<file path="src/rtl/frame_scheduler.sv">
// Frame job scheduler: walks one frame in raster order, offers each pixel to the
// next ready solver round-robin, and counts write-backs until the frame is complete.
module frame_scheduler #(
  parameter int NUM_SOLVERS = 2,
  parameter int COORD_W     = 11
) (
  input  logic                   clk_i,
  input  logic                   rst_i,
  input  logic                   start_i,
  input  logic [COORD_W-1:0]     cfg_width_i,
  input  logic [COORD_W-1:0]     cfg_height_i,
  input  logic [31:0]            cfg_base_i,
  output logic [NUM_SOLVERS-1:0] job_valid_o,
  input  logic [NUM_SOLVERS-1:0] job_ready_i,
  output logic [COORD_W-1:0]     job_x_o,
  output logic [COORD_W-1:0]     job_y_o,
  output logic [31:0]            job_addr_o,
  input  logic                   pix_done_i,
  output logic                   busy_o,
  output logic                   frame_done_o,
  output logic                   err_spurious_o
);
  localparam int RR_W  = (NUM_SOLVERS > 1) ? $clog2(NUM_SOLVERS) : 1;
  localparam int CNT_W = 2 * COORD_W;

  typedef enum logic [1:0] {ST_IDLE, ST_DISPATCH, ST_DRAIN, ST_DONE} state_t;
  state_t state_q, state_d;

  logic [COORD_W-1:0]     width_q, width_d, x_q, x_d, y_q, y_d;
  logic [31:0]            addr_q, addr_d;
  logic [CNT_W-1:0]       total_q, total_d, disp_q, disp_d, comp_q, comp_d;
  logic [NUM_SOLVERS-1:0] valid_q, valid_d;
  logic [RR_W-1:0]        rr_q, rr_d, tgt_q, tgt_d;
  logic                   busy_q, busy_d, done_q, done_d, err_q, err_d;

  logic                     start_acc, xfer, pick_found;
  logic [2*NUM_SOLVERS-1:0] ready_rot;
  logic [RR_W-1:0]          pick_off, pick_idx;
  logic [RR_W:0]            pick_sum;

  // busy_q covers the frame_done cycle, so a start in that cycle is refused.
  assign start_acc = start_i && (state_q == ST_IDLE) && !busy_q;
  assign xfer      = |(valid_q & job_ready_i);

  // Rotating the ready vector by rr_q turns the wrapping search into a lowest-bit search.
  assign ready_rot = {job_ready_i, job_ready_i} >> rr_q;

  always_comb begin
    pick_found = 1'b0;
    pick_off   = '0;
    for (int i = NUM_SOLVERS - 1; i >= 0; i--) begin
      if (ready_rot[i]) begin
        pick_found = 1'b1;
        pick_off   = RR_W'(i);
      end
    end
    pick_sum = {1'b0, rr_q} + {1'b0, pick_off};
    if (pick_sum >= (RR_W+1)'(NUM_SOLVERS)) begin
      pick_sum = pick_sum - (RR_W+1)'(NUM_SOLVERS);
    end
    pick_idx = pick_sum[RR_W-1:0];
  end

  always_ff @(posedge clk_i or posedge rst_i) begin
    if (rst_i) begin
      state_q <= ST_IDLE;
    end else begin
      state_q <= state_d;
    end
  end

  always_comb begin
    state_d = state_q;
    case (state_q)
      ST_IDLE: begin
        if (start_acc) begin
          state_d = (cfg_width_i == '0 || cfg_height_i == '0) ? ST_DONE : ST_DISPATCH;
        end
      end
      ST_DISPATCH: if (xfer && (disp_q + CNT_W'(1) == total_q)) state_d = ST_DRAIN;
      ST_DRAIN:    if (comp_q == total_q) state_d = ST_DONE;
      ST_DONE:     state_d = ST_IDLE;
      default:     state_d = ST_IDLE;
    endcase
  end

  always_comb begin
    width_d = width_q;
    total_d = total_q;
    x_d     = x_q;
    y_d     = y_q;
    addr_d  = addr_q;
    disp_d  = disp_q;
    comp_d  = comp_q;
    valid_d = valid_q;
    rr_d    = rr_q;
    tgt_d   = tgt_q;
    err_d   = err_q;

    if (state_q == ST_DISPATCH) begin
      if (valid_q != '0) begin
        if (xfer) begin
          valid_d = '0;
          rr_d    = (tgt_q == RR_W'(NUM_SOLVERS - 1)) ? '0 : tgt_q + RR_W'(1);
          disp_d  = disp_q + CNT_W'(1);
          addr_d  = addr_q + 32'd2;
          if (x_q == width_q - COORD_W'(1)) begin
            x_d = '0;
            y_d = y_q + COORD_W'(1);
          end else begin
            x_d = x_q + COORD_W'(1);
          end
        end
      end else if (pick_found) begin
        tgt_d = pick_idx;
        for (int i = 0; i < NUM_SOLVERS; i++) begin
          valid_d[i] = (pick_idx == RR_W'(i));
        end
      end
    end

    // A transfer in the same cycle makes that pixel eligible for completion.
    if (pix_done_i) begin
      if (comp_q < disp_q + CNT_W'(xfer)) comp_d = comp_q + CNT_W'(1);
      else                                err_d  = 1'b1;
    end

    if (start_acc) begin
      width_d = cfg_width_i;
      total_d = CNT_W'(cfg_width_i) * CNT_W'(cfg_height_i);
      x_d     = '0;
      y_d     = '0;
      addr_d  = cfg_base_i;
      disp_d  = '0;
      comp_d  = '0;
      valid_d = '0;
    end

    busy_d = (state_d != ST_IDLE) || (state_q == ST_DONE);
    done_d = (state_q == ST_DONE);
  end

  always_ff @(posedge clk_i or posedge rst_i) begin
    if (rst_i) begin
      width_q <= '0;
      total_q <= '0;
      x_q     <= '0;
      y_q     <= '0;
      addr_q  <= '0;
      disp_q  <= '0;
      comp_q  <= '0;
      valid_q <= '0;
      rr_q    <= '0;
      tgt_q   <= '0;
      busy_q  <= 1'b0;
      done_q  <= 1'b0;
      err_q   <= 1'b0;
    end else begin
      width_q <= width_d;
      total_q <= total_d;
      x_q     <= x_d;
      y_q     <= y_d;
      addr_q  <= addr_d;
      disp_q  <= disp_d;
      comp_q  <= comp_d;
      valid_q <= valid_d;
      rr_q    <= rr_d;
      tgt_q   <= tgt_d;
      busy_q  <= busy_d;
      done_q  <= done_d;
      err_q   <= err_d;
    end
  end

  assign job_valid_o    = valid_q;
  assign job_x_o        = x_q;
  assign job_y_o        = y_q;
  assign job_addr_o     = addr_q;
  assign busy_o         = busy_q;
  assign frame_done_o   = done_q;
  assign err_spurious_o = err_q;

endmodule

</file>
<file path="config.mk">
export PLATFORM = sky130hd
export DESIGN_NAME = frame_scheduler
export DESIGN_NICKNAME = d
export VERILOG_FILES = /design/src/rtl/frame_scheduler.sv
export SDC_FILE = /design/constraint.sdc
export NUM_CORES = 1
export LEC_CHECK = 0
export CORE_ASPECT_RATIO = 0.9
export CORE_MARGIN = 5
export CORE_UTILIZATION = 60
export CTS_CLUSTER_DIAMETER = 40
export DETAILED_ROUTE_END_ITERATION = 8
export PLACE_DENSITY = 0.83
export SLEW_MARGIN = 20
export SYNTH_ARGS = -nofsm -noshare
export SYNTH_HDL_FRONTEND = slang
export SYNTH_SLANG_ARGS = --single-unit
export TNS_END_PERCENT = 20
</file>
<file path="constraint.sdc">
create_clock -name clk_i -period 6.3 [get_ports clk_i]
set_clock_uncertainty 0.1 [all_clocks]
set_input_delay 0.945 -clock clk_i [delete_from_list [all_inputs] [get_ports clk_i]]
set_output_delay 0.945 -clock clk_i [all_outputs]
set_load 0.01 [all_outputs]
</file>
==> results of run 1 <==
worst max-delay path by stage:
stage / from / to / slack [ns] / depth (start not counted)
floorplan: cfg_height_i[4] / total_q[21] / 0.33 / 18
global placement: cfg_height_i[7] / total_q[20] / -0.22 / 20
detailed placement: cfg_height_i[6] / total_q[20] / -0.35 / 19
CTS: cfg_height_i[6] / total_q[20] / 0.1 / 20
global route: cfg_height_i[9] / total_q[20] / -0.01 / 20
finish: cfg_height_i[9] / total_q[20] / 0.11 / 20
power groups by stage:
stage	combinational [mW]	clock (mW)	sequential, mW
after floorplan	2.08	0	1.42
after global placement	2.94	0	1.48
after detailed placement	3.06	0	1.50
after CTS	3.10	1.01	1.49
after global routing	3.48	1.05	1.53
final	3.10	1.00	1.50
metal layers:
metal	vias to the layer above	share of wire, %
li1	5317	-
met1	5409	43
met2	429	48
met3	76	6.2
met4	0	2.4
met5	-	0
logic make-up after synthesis:
| group | synth area share (%) |
|---|---|
| buffers and inverters | 5.910 |
| AND/OR/NAND/NOR | 23.78 |
| multiplexers | 0.3908 |
| XOR/XNOR | 9.163 |
| AO/OA/AOI/OAI | 12.13 |
| adder cells (fa/ha/maj) | 21.28 |
| flip-flops | 27.35 |
sequential cells by signal (all words and copies together), names as in the netlist, 2 cells and up:
| name | cells |
|---|---|
| state_q | 2 |
| width_q | 11 |
| job_x_o | 11 |
| disp_q | 22 |
| job_addr_o | 32 |
| comp_q | 22 |
| total_q | 22 |
| job_valid_o | 2 |
| job_y_o | 11 |
worst reg2reg max path, delay by kind of cell (launching register included):
kind / cells / cell delay (ns)
adder cells (fa/ha/maj): 3 / 0.68
buffers and inverters: 1 / 0.22
XOR/XNOR: 1 / 0.15
AO/OA/AOI/OAI: 6 / 0.95
flip-flops: 1 / 0.45
AND/OR/NAND/NOR: 8 / 2.28
through the flow:
stage                     hold WS, ns   TNS, ns  setup slack [ns]  utilization [%]
after floorplan                0.3403         0            0.3318                -
after global placement         0.3505   -0.6437           -0.2209            69.62
after detailed placement       0.3601    -1.254           -0.3490            69.62
after CTS                      0.3790         0           0.09951            72.40
after global routing           0.4074  -0.01393          -0.01393            72.62
final                          0.3745         0            0.1083            72.62
cell usage after synthesis, types with 5 or more instances:
cell,count
a31oi_1,15
nor4_1,25
inv_1,120
and3_1,21
clkbuf_1,72
a21oi_1,29
o21a_1,5
nand2_1,219
or2_2,5
and4_1,7
a41o_1,5
nor2b_1,8
a221o_1,5
mux2i_1,5
nor3_1,23
buf_1,7
o31ai_1,16
ha_1,89
o311ai_0,5
o21ai_1,5
nand3_1,46
and2_1,79
nor2_1,102
a21o_1,16
nand4_1,38
xnor2_1,83
dfrtp_1,140
o21ai_0,91
fa_1,80
or3_1,9
nand2b_1,6
o211ai_1,8
xor2_1,51
final cells by class:
| class | count | area, sq um | share of cell area (%) |
|---|---|---|---|
| flip-flops and latches | 140 | 3503 | 23.09 |
| repair buffers | 183 | 1707 | 11.25 |
| well taps | 286 | 357.8 | 2.358 |
| multi-input cells | 1155 | 8571 | 56.49 |
| clock inverters | 15 | 153.9 | 1.014 |
| clock buffers | 17 | 425.4 | 2.804 |
| inverters | 120 | 455.4 | 3.002 |
repair_timing:
action / in CTS / in global routing
resized for setup: 0 / 17
hold endpoints to repair: 0 / 0
endpoints found under the setup margin: 0 / 5
==> summary.md, run 1 <==
| Metric | Value |
|---|---|
| Status | completed |
| # setup viols final | 0 |
| Routed wire per std cell | 17.17 microns |
| Switching power total | 2.420 mW |
| Final hold vios | 0 |
| DRT iter0 DRCs | 796 |
| Die extent in x | 164.0 microns |
| Worst Path Arrival | 6.42 ns |
| Post-synth top flop | dfrtp_1 |
| Synth area leader | dfrtp_1 |
| Share of cells above drive strength 1 | 7.914% |
| Sequential power share | 26.8% |
| Layout fillers | 1604 |
| Setup repair bufs after CTS | 0 |
| Slowest cell on the critical path | clkdlybuf4s50_1 |
| WHS Endpoint | rr_q |
| Worst r2r src | job_valid_o[1] |
| Mapped cell area | 0.01281 sq mm |
| Post-synthesis sequential area ratio | 27.35% |
| Internal Dissipation | 3.190 mW |
| Clk Latency, worst-skew pair | 0.43 ns |
| Commonest non-fill, non-tap cell in the layout | nand2_1 |
| Via count | 11230 |
| Startpoint Class | input pin |
| Switch share | 43.14% |
| CTS Sinks | 140 |
| Largest buffer count on any clock path | 2 |
| LEAKAGE | 7.035 nW |
| Min-delay src | tgt_q |
| Vias in the first global route | 11260 |
| Final period utilization | 98.28% |
| Placed cell areas | 0.01455 sq mm |
| Required time of the critical path | 6.53 ns |
| Post-route insts no fill | 1916 |
| Worst-path cell chain | clkdlybuf4s50_1, nand2_1, fa_1, fa_1, inv_1, fa_1, fa_1, inv_1, fa_1, inv_1, ha_1, nand2_1, o21ai_0, o41ai_1, buf_4, a31oi_1, nor3_2, o21bai_1, or4_1, o2111ai_1 |
| Placed cells | 1884 |
| TritonCTS Buffers | 17 |
| Area grow syn2layout | 18.46% |
| Met3 Use GR | 3.879% |
| Drt total wl | 32890 microns |
| Vias per inst | 5.862 |
| Tightest Pin Transition | 0.9543 ns |
| Full die area | 0.02437 sq mm |
| Total gr overflow | 0 |
| Clock Tree Root | clkbuf_16 |
| Most Frequent Cell on Critical Path | fa_1 |
| Max-slew headroom | 36.38% |
| Cell Pwr Density | 369.7 mW/mm^2 |
| Number of synthesized flops with an enable pin | 0 |
| H-Tree Depth | 4 |
| Post-synth cell types | 71 |
| Clock transition at the registers of the reported paths | 0.06 ns |
| Post-route ant nets | 0 |
| R2r setup slk | 1.33 ns |
| Gr busiest metal | met2 |
| FP Rows | 50 |
| Total track usage | 27.24% |
| Yosys reg bits | 140 |
| Final RePlAce weighted congestion | 0.9178 |
| Hold-fix buffers, CTS | 0 |
| Die height | 148.6 microns |
| Pwr Total | 5.610 mW |
| Core ar. | 0.02090 sq mm |
| FMAX | 0.1615 GHz |
| Hpwl dp | 24170 microns |
| Async set-reset flop share out of synthesis | 100.0% |
| Clock power share | 17.9% |
| Syn Nets | 1725 |
| CP delay by family, top | adder cells |
| Final Slew Violations | 0 |
| Global Route met1 Usage | 36.47% |
| Pin count of the biggest net entering global routing | 102 |
| Number of nets in the layout | 1846 |
| Logic pwr share | 55.3% |
| Antenna violations before repair | 0 |
| CTS tree | yes |
| Post-route design area | 0.01517 sq mm |
| HP Class | reg2reg |
| # IOs | 119 |
| RR Endpoint | comp_q[7] |
| Slowest cell delay on critical path | 0.55 ns |
| Detailed-router iteration count before antenna repair | 7 |
| Max-cap violations | 0 |
| Largest cells by area after synthesis | dfrtp_1, fa_1, ha_1 |
| Hold path depth | 1 |
| Critical Path Fanout Max | 5 |
| Crit Path Class | in2reg |
| Drc violations | 0 |
| WP buf/inv | 5 |
| Met2 GRT Util | 46.22% |
| Yosys top cell area share | 27.35% |
| Worst setup EP type | register |
| Port buffer count | 118 |
| Min Tclk post-route | 6.192 ns |
| Global-route wire length before repair | 54710 microns |
| Most frequent cells in the layout | nand2_1, dfrtp_1, inv_1 |
| Initial Utilization | 61.30% |
| Max VDD drop | 0.0002488 V |
| YS warnings | 0 |
| Post-synthesis cell count | 1496 |
| FF-to-FF path depth | 19 |
| # diodes | 0 |
| Syn Area/Cell | 8.562 sq um |
Power figures use the tool's default switching activity.
==> run 2, diff against run 1 <==
ABC_AREA = 1   (was unset)
PLACE_DENSITY = 0.82   (was 0.83)
==> summary.md, run 2 <==
| Metric | Value |
|---|---|
| Layout fillers | 1876 (+17%) |
| Syn Area/Cell | 7.219 sq um (-16%) |
| Post-Route M1 WL | 16480 microns (+17%) |
| Post-Synth Simple-Gate Area | 28.68% (+4.9 points) |
| TritonCTS Buffers | 17 (unchanged) |
| Max reg flops | 32 (unchanged) |
| Startpoint Class | input pin |
| Max-slew headroom | 39.76% (+3.4 points) |
| Full die area | 0.02593 sq mm (+6.4%) |
| Worst r2r src | job_valid_o[1] |
| Post-synth top flop | dfrtp_1 |
| Detailed-router iteration count before antenna repair | 5 (-2) |
| Post-synthesis cell count | 1895 (+27%) |
| Initial Utilization | 60.95% (-0.35 points) |
| Post-route ant nets | 0 (unchanged) |
| Multi-input gate area | 0.008777 sq mm (+2.4%) |
| Required time of the critical path | 6.46 ns (-0.07 ns) |
| Max VDD drop | 0.0002589 V (+4.1%) |
| Number of nets in the layout | 2231 (+21%) |
| Commonest non-fill, non-tap cell in the layout | nand2_1 |
| Die extent in x | 169.2 microns (+3.1%) |
| # diodes | 0 (unchanged) |
| Via count | 13100 (+17%) |
| Synth area leader | dfrtp_1 |
| Worst slack, placed | -0.03373 ns (+0.3152 ns) |
| Min Tclk post-route | 5.953 ns (-0.2391 ns) |
| YS warnings | 0 (unchanged) |
| Port buffer count | 118 (unchanged) |
| Post-synthesis sequential area ratio | 25.61% (-1.7 points) |
| Routed wire per std cell | 16.59 microns (-3.4%) |
| WL met2 | 18140 microns (+14%) |
| Mapped cell area | 0.01368 sq mm (+6.8%) |
| Largest buffer count on any clock path | 2 (unchanged) |
| Drc violations | 0 (unchanged) |
| Total gr overflow | 0 (unchanged) |
| HP Class | reg2reg |
| Post-Synth Adder-Cell Area | 19.85% (-1.4 points) |
| Cell Pwr Density | 416.8 mW/mm^2 (+13%) |
| H-Tree Depth | 4 (unchanged) |
| Reg area | 0.003503 sq mm (unchanged) |
| CTS tree | yes |
| Antenna violations before repair | 0 (unchanged) |
| Worst Path Arrival | 6.12 ns (-0.30 ns) |
| Pin count of the biggest net entering global routing | 94 (-7.8%) |
| Most frequent cell after synthesis | nand2_1 |
| Hold-fix buffers, CTS | 0 (unchanged) |
| Compound-Gate Fraction of Synth Area | 9.228% (-2.9 points) |
| Tightest Pin Transition | 0.9036 ns (-0.05062 ns) |
| Async set-reset flop share out of synthesis | 100.0% (unchanged) |
| Status | completed |
| # resized after CTS | 0 (unchanged) |
| Min-delay src | err_spurious_o |
| Post-synth top cells | nand2_1, inv_1, dfrtp_1 |
| Total track usage | 29.80% (+2.6 points) |
| Final Slew Violations | 0 (unchanged) |
| Yosys reg bits | 140 (unchanged) |
| Clock Tree Root | clkbuf_16 |
| Vias per inst | 5.665 (-3.4%) |
| CTS Sinks | 140 (unchanged) |
| # setup viols final | 0 (unchanged) |
| Post-Synth XOR/XNOR Area | 6.338% (-2.8 points) |
| Hpwl dp | 29540 microns (+22%) |
| Mux cell area share after synthesis | 0% (-0.39 points) |
| DRT iter0 DRCs | 1131 (+42%) |
| Final RePlAce weighted congestion | 0.9497 (+3.5%) |
| FMAX | 0.1680 GHz (+4.0%) |
| Clk Latency, worst-skew pair | 0.43 ns (about the same) |
| Syn Nets | 2124 (+23%) |
| Share of cells above drive strength 1 | 6.154% (-1.8 points) |
| Crit Path Class | in2reg |
| Drt total wl | 38350 microns (+17%) |
| Final WS setup | 0.3474 ns (+0.2391 ns) |
| Max-cap violations | 0 (unchanged) |
| Vias in the first global route | 12660 (+12%) |
| Die height | 153.3 microns (+3.1%) |
| LEAKAGE | 7.825 nW (+11%) |
| FP Rows | 52 (+4.0%) |
| Final hold vios | 0 (unchanged) |
| DR WL met3 | 2718 microns (+33%) |
| Largest family of logic cells by synthesized area | simple AND/OR/NAND/NOR gates |
| Clock transition at the registers of the reported paths | 0.07 ns (about the same) |
| Area grow syn2layout | 15.92% |
| Critical path origin | cfg_width_i[4] |
| Yosys top cell area share | 25.61% (-1.7 points) |
| Setup repair bufs after CTS | 0 (unchanged) |
| Most frequent cells in the layout | nand2_1, inv_1, dfrtp_1 |
| Worst setup EP type | register |
| Critical Path Fanout Max | 10 (+5) |
| Unrepaired setup endpoints after global routing | no |
| Number of synthesized flops with an enable pin | 0 (unchanged) |
| Final period utilization | 94.49% (-3.8 points) |
| Post-synth cell types | 48 (-32%) |
| Global-route wire length before repair | 63040 microns (+15%) |
| Top routing layer used | met4 |
| # IOs | 119 (unchanged) |
| Core ar. | 0.02245 sq mm (+7.4%) |
| Largest cells by area after synthesis | dfrtp_1, nand2_1, fa_1 |
| Pwr Total | 6.610 mW (+18%) |
==> run 2: cell types whose count changed after synthesis, sizes merged, moves of 18 or more <==
cell	delta
nand2	+304
inv	+181
and2	-78
nand3	+63
xnor2	-61
nor2	+29
xor2	+26
a21oi	+23
and3	-21
clkbuf	-20
o22ai	+18
==> run 2: cell type report <==
cell class / count / share of cell area (%)
repair buffers: 155 / 9.278
inverters: 302 / 7.179
clock inverters: 13 / 0.9704
multi-input cells: 1386 / 55.35
well taps: 297 / 2.343
clock buffers: 19 / 2.793
flip-flops and latches: 140 / 22.09
==> run 2: cells by family (layout without fill, tap and decap cells) <==
logic type,Yosys count,count (layout)
flip-flops,140,140
XOR/XNOR,99,99
AND/OR/NAND/NOR,894,894
AO/OA/AOI/OAI,224,224
buffers and inverters,369,489
adder cells (fa/ha/maj),169,169
==> run 2: path summary, 6_finish.rpt <==
kind	endpoint	slack (ns)	cells past startpoint
hold reg to reg	err_spurious_o	0.37	1
max in group asynchronous	total_q[20]	3.94	3
hold / removal	err_spurious_o	0.37	1
setup reg to reg	comp_q[20]	1.80	19
setup / recovery	total_q[15]	0.35	19
min in group asynchronous	job_x_o[6]	0.95	2
==> run 2: critical path: stages <==
cell,delay (ns)
clkdlybuf4s50_1,0.75
nand2_1,0.10
inv_1,0.08
fa_1,0.44
fa_1,0.52
fa_1,0.53
fa_1,0.56
inv_1,0.06
fa_1,0.53
inv_1,0.04
ha_1,0.35
a21oi_1,0.23
o21a_1,0.15
nand2_1,0.06
a31oi_1,0.19
o21ai_0,0.12
or2_2,0.29
nand3_1,0.07
o21ai_0,0.10
==> run 2: metal layers <==
metal / GRT usage [%] / up-vias
met5: 0 / -
met3: 5.269 / 84
met1: 40.70 / 6230
met2: 48.71 / 521
met4: 9.046 / 0
li1: - / 6263
==> run 2: power by group <==
group          internal, mW  switching (mW)
clock network         0.604           0.441
registers              1.23           0.487
logic                  1.56            2.28
total                  3.40            3.21
==> run 2: per-stage QoR <==
step | std cells | cell area (sq um) | setup TNS, ns | util (%) | hold slack, ns
floorplan | 1895 | 13680 | 0 | - | 0.3332
global placement | 2280 | 15260 | 0 | 67.99 | 0.3389
detailed placement | 2280 | 15260 | -0.03373 | 67.99 | 0.3521
CTS | 2312 | 15860 | 0 | 70.65 | 0.3724
global route | 2312 | 15860 | 0 | 70.65 | 0.3939
finish | 2312 | 15860 | 0 | 70.65 | 0.3717
==> run 3, diff against run 2 <==
CORE_UTILIZATION = 50   (was 60)
PLACE_DENSITY = 0.71   (was 0.82)
SLEW_MARGIN = unset   (was 20)
clock period = 5.75 ns   (was 6.3 ns; I/O delays follow)
==> summary.md, run 3 (synthesis gave the netlist of run 2 again) <==
| Metric | Value |
|---|---|
| Detailed-router iteration count before antenna repair | 7 (+2) |
| Clock power share | 14.2% (-1.6 points) |
| Worst Path Arrival | 5.67 ns (-0.45 ns) |
| Antenna violations before repair | 0 (unchanged) |
| Crit Path Class | in2reg |
| # setup viols final | 0 (unchanged) |
| Hold WS | 0.3567 ns (-0.01500 ns) |
| H-Tree Depth | 4 (unchanged) |
| Commonest non-fill, non-tap cell in the layout | nand2_1 |
| Fin util | 61.37% (-9.3 points) |
| CTS tree | yes |
| Post-route ant nets | 0 (unchanged) |
| Hold-fix buffers, CTS | 0 (unchanged) |
| Die height | 166.9 microns (+8.9%) |
| # IOs | 119 (unchanged) |
| RR Endpoint | comp_q[10] |
| Logic pwr share | 62.3% (+4.1 points) |
| Placed cells | 2401 (+5.3%) |
| Min Tclk post-route | 5.516 ns |
| CTS Sinks | 140 (unchanged) |
| Status | completed |
| Unrepaired setup endpoints after global routing | yes |
| Clock Tree Root | clkbuf_16 |
| Max-slew headroom | 31.46% (-8.3 points) |
| Max reg flops | 32 (unchanged) |
| Placed cell areas | 0.01580 sq mm (+3.5%) |
| Sequential power share | 23.5% (-2.5 points) |
| Drc violations | 0 (unchanged) |
| Vias in the first global route | 13010 (+2.7%) |
| Pin count of the biggest net entering global routing | 100 (+6.4%) |
| Startpoint Class | input pin |
| HP Class | reg2reg |
| LEAKAGE | 8.295 nW (+6.0%) |
| Most frequent cells in the layout | nand2_1, inv_1, dfrtp_1 |
| # diodes | 0 (unchanged) |
| Number of nets in the layout | 2298 (+3.0%) |
| Area grow syn2layout | 20.93% |
| Core ar. | 0.02696 sq mm (+20%) |
| Share of cells above drive strength 1 | 9.750% (+3.6 points) |
| Post-route design area | 0.01654 sq mm (+4.3%) |
| Internal Dissipation | 4.304 mW (+27%) |
| Port buffer count | 118 (unchanged) |
| Largest buffer count on any clock path | 2 (unchanged) |
| Worst setup EP type | register |
| Layout fillers | 2412 (+29%) |
| FF-to-FF path depth | 20 (+1) |
| WHS Endpoint | err_spurious_o |
| Max VDD drop | 0.0002990 V (+16%) |
| Clock transition at the registers of the reported paths | 0.06 ns (about the same) |
| Hold path depth | 1 (unchanged) |
| Die extent in x | 184.4 microns (+9.0%) |
| Final Slew Violations | 0 (unchanged) |
| Max-cap violations | 0 (unchanged) |
| DRT iter0 DRCs | 1029 (-9.0%) |
| FP Rows | 57 (+9.6%) |
| Total gr overflow | 0 (unchanged) |
| Clk Latency, worst-skew pair | 0.42 ns (about the same) |
| Min-delay src | err_spurious_o |
| Required time of the critical path | 5.90 ns (-0.56 ns) |
| Initial Utilization | 50.75% (-10 points) |
| Critical Path Fanout Max | 9 (-1) |
| Tightest Pin Transition | 1.028 ns (+0.1245 ns) |
| R2r setup slk | 1.71 ns (-0.09 ns) |
| Worst r2r src | job_valid_o[0] |
| Final hold vios | 0 (unchanged) |
| FMAX | 0.1813 GHz |
| Global-route wire length before repair | 65050 microns (+3.2%) |
| Drt total wl | 39540 microns (+3.1%) |
| Hpwl dp | 30520 microns (+3.3%) |
| TritonCTS Buffers | 17 (unchanged) |
| Via count | 13090 (-0.061%) |
| Full die area | 0.03077 sq mm (+19%) |
| Cell Pwr Density | 481.0 mW/mm^2 (+15%) |
| Vias per inst | 5.374 (-5.1%) |
| Total track usage | 25.75% (-4.0 points) |
| Switch share | 45.91% (-2.6 points) |
| Routed wire per std cell | 16.23 microns (-2.2%) |
| Final RePlAce weighted congestion | 0.9503 (about the same) |
| Switching power total | 3.653 mW (+14%) |
| Post-route insts no fill | 2436 (+5.4%) |
| Final period utilization | 95.94% |
==> run 3: repair_timing <==
item,4_1_cts,5_1_grt
gates resized for setup,0,32
buffers inserted,0,3
endpoints found under the setup margin,0,10
==> run 3: routing by layer <==
layer  GRT usage (%)  vias to the layer above  part of all wire, %
li1                -                     6379                    -
met3           4.667                       86                  6.3
met5               0                        -                    0
met4           8.390                        0                  2.8
met2           42.23                      454                   48
met1           34.58                     6171                   43
==> run 3: how the worst max path moves through the flow <==
stage                          startpoint           to  slack [ns]  depth (start not counted)
after floorplan            cfg_width_i[0]  total_q[15]        0.18                         19
after global placement     cfg_width_i[4]  total_q[15]       -0.32                         19
after detailed placement   cfg_width_i[2]  total_q[18]       -0.41                         23
after CTS                  cfg_width_i[2]  total_q[18]        0.02                         23
after global routing      cfg_height_i[2]  total_q[15]      -0.009                         20
final                     cfg_height_i[2]  total_q[19]        0.23                         23
==> run 3: power groups by stage <==
| stage | registers [mW] | clock network (mW) | logic [mW] |
|---|---|---|---|
| global placement | 1.86 | 0 | 4.67 |
| floorplan | 1.76 | 0 | 2.95 |
| detailed placement | 1.86 | 0 | 4.76 |
| global route | 1.92 | 1.18 | 5.58 |
| CTS | 1.85 | 1.15 | 4.79 |
| finish | 1.87 | 1.13 | 4.96 |
==> run 3: critical path: stages <==
cell	delay (ns)
clkdlybuf4s50_1	0.47
buf_6	0.15
nand2_1	0.08
fa_1	0.49
fa_1	0.54
inv_1	0.05
ha_1	0.31
fa_1	0.53
inv_1	0.05
fa_1	0.53
inv_1	0.04
ha_1	0.31
nand2_1	0.10
nor3_2	0.21
a21o_1	0.17
nand2_1	0.07
o21ai_0	0.15
buf_4	0.14
nand3_1	0.09
nand2_1	0.08
nand2_1	0.04
nand3_1	0.08
o21ai_0	0.11
==> run 3: cell type report <==
cell class | count | area (sq um) | share of cell area [%]
Timing Repair Buffer | 222 | 2007 | 12.13
Clock inverter | 12 | 137.6 | 0.8319
Multi-Input combinational cell | 1386 | 8857 | 53.54
Clock buffer | 20 | 456.7 | 2.761
Inverter | 302 | 1139 | 6.882
Tap cell | 354 | 442.9 | 2.677
Sequential cell | 140 | 3503 | 21.18
==> run 3: per-stage QoR <==
stage / setup slack [ns] / setup TNS [ns] / total power, mW
2_1_floorplan: 0.1839 / 0 / 4.712
3_3_place_gp: -0.3167 / -2.212 / 6.530
3_5_place_dp: -0.4079 / -3.217 / 6.622
4_1_cts: 0.02061 / 0 / 7.789
5_1_grt: -0.008875 / -0.01662 / 8.683
6_report: 0.2337 / 0 / 7.958
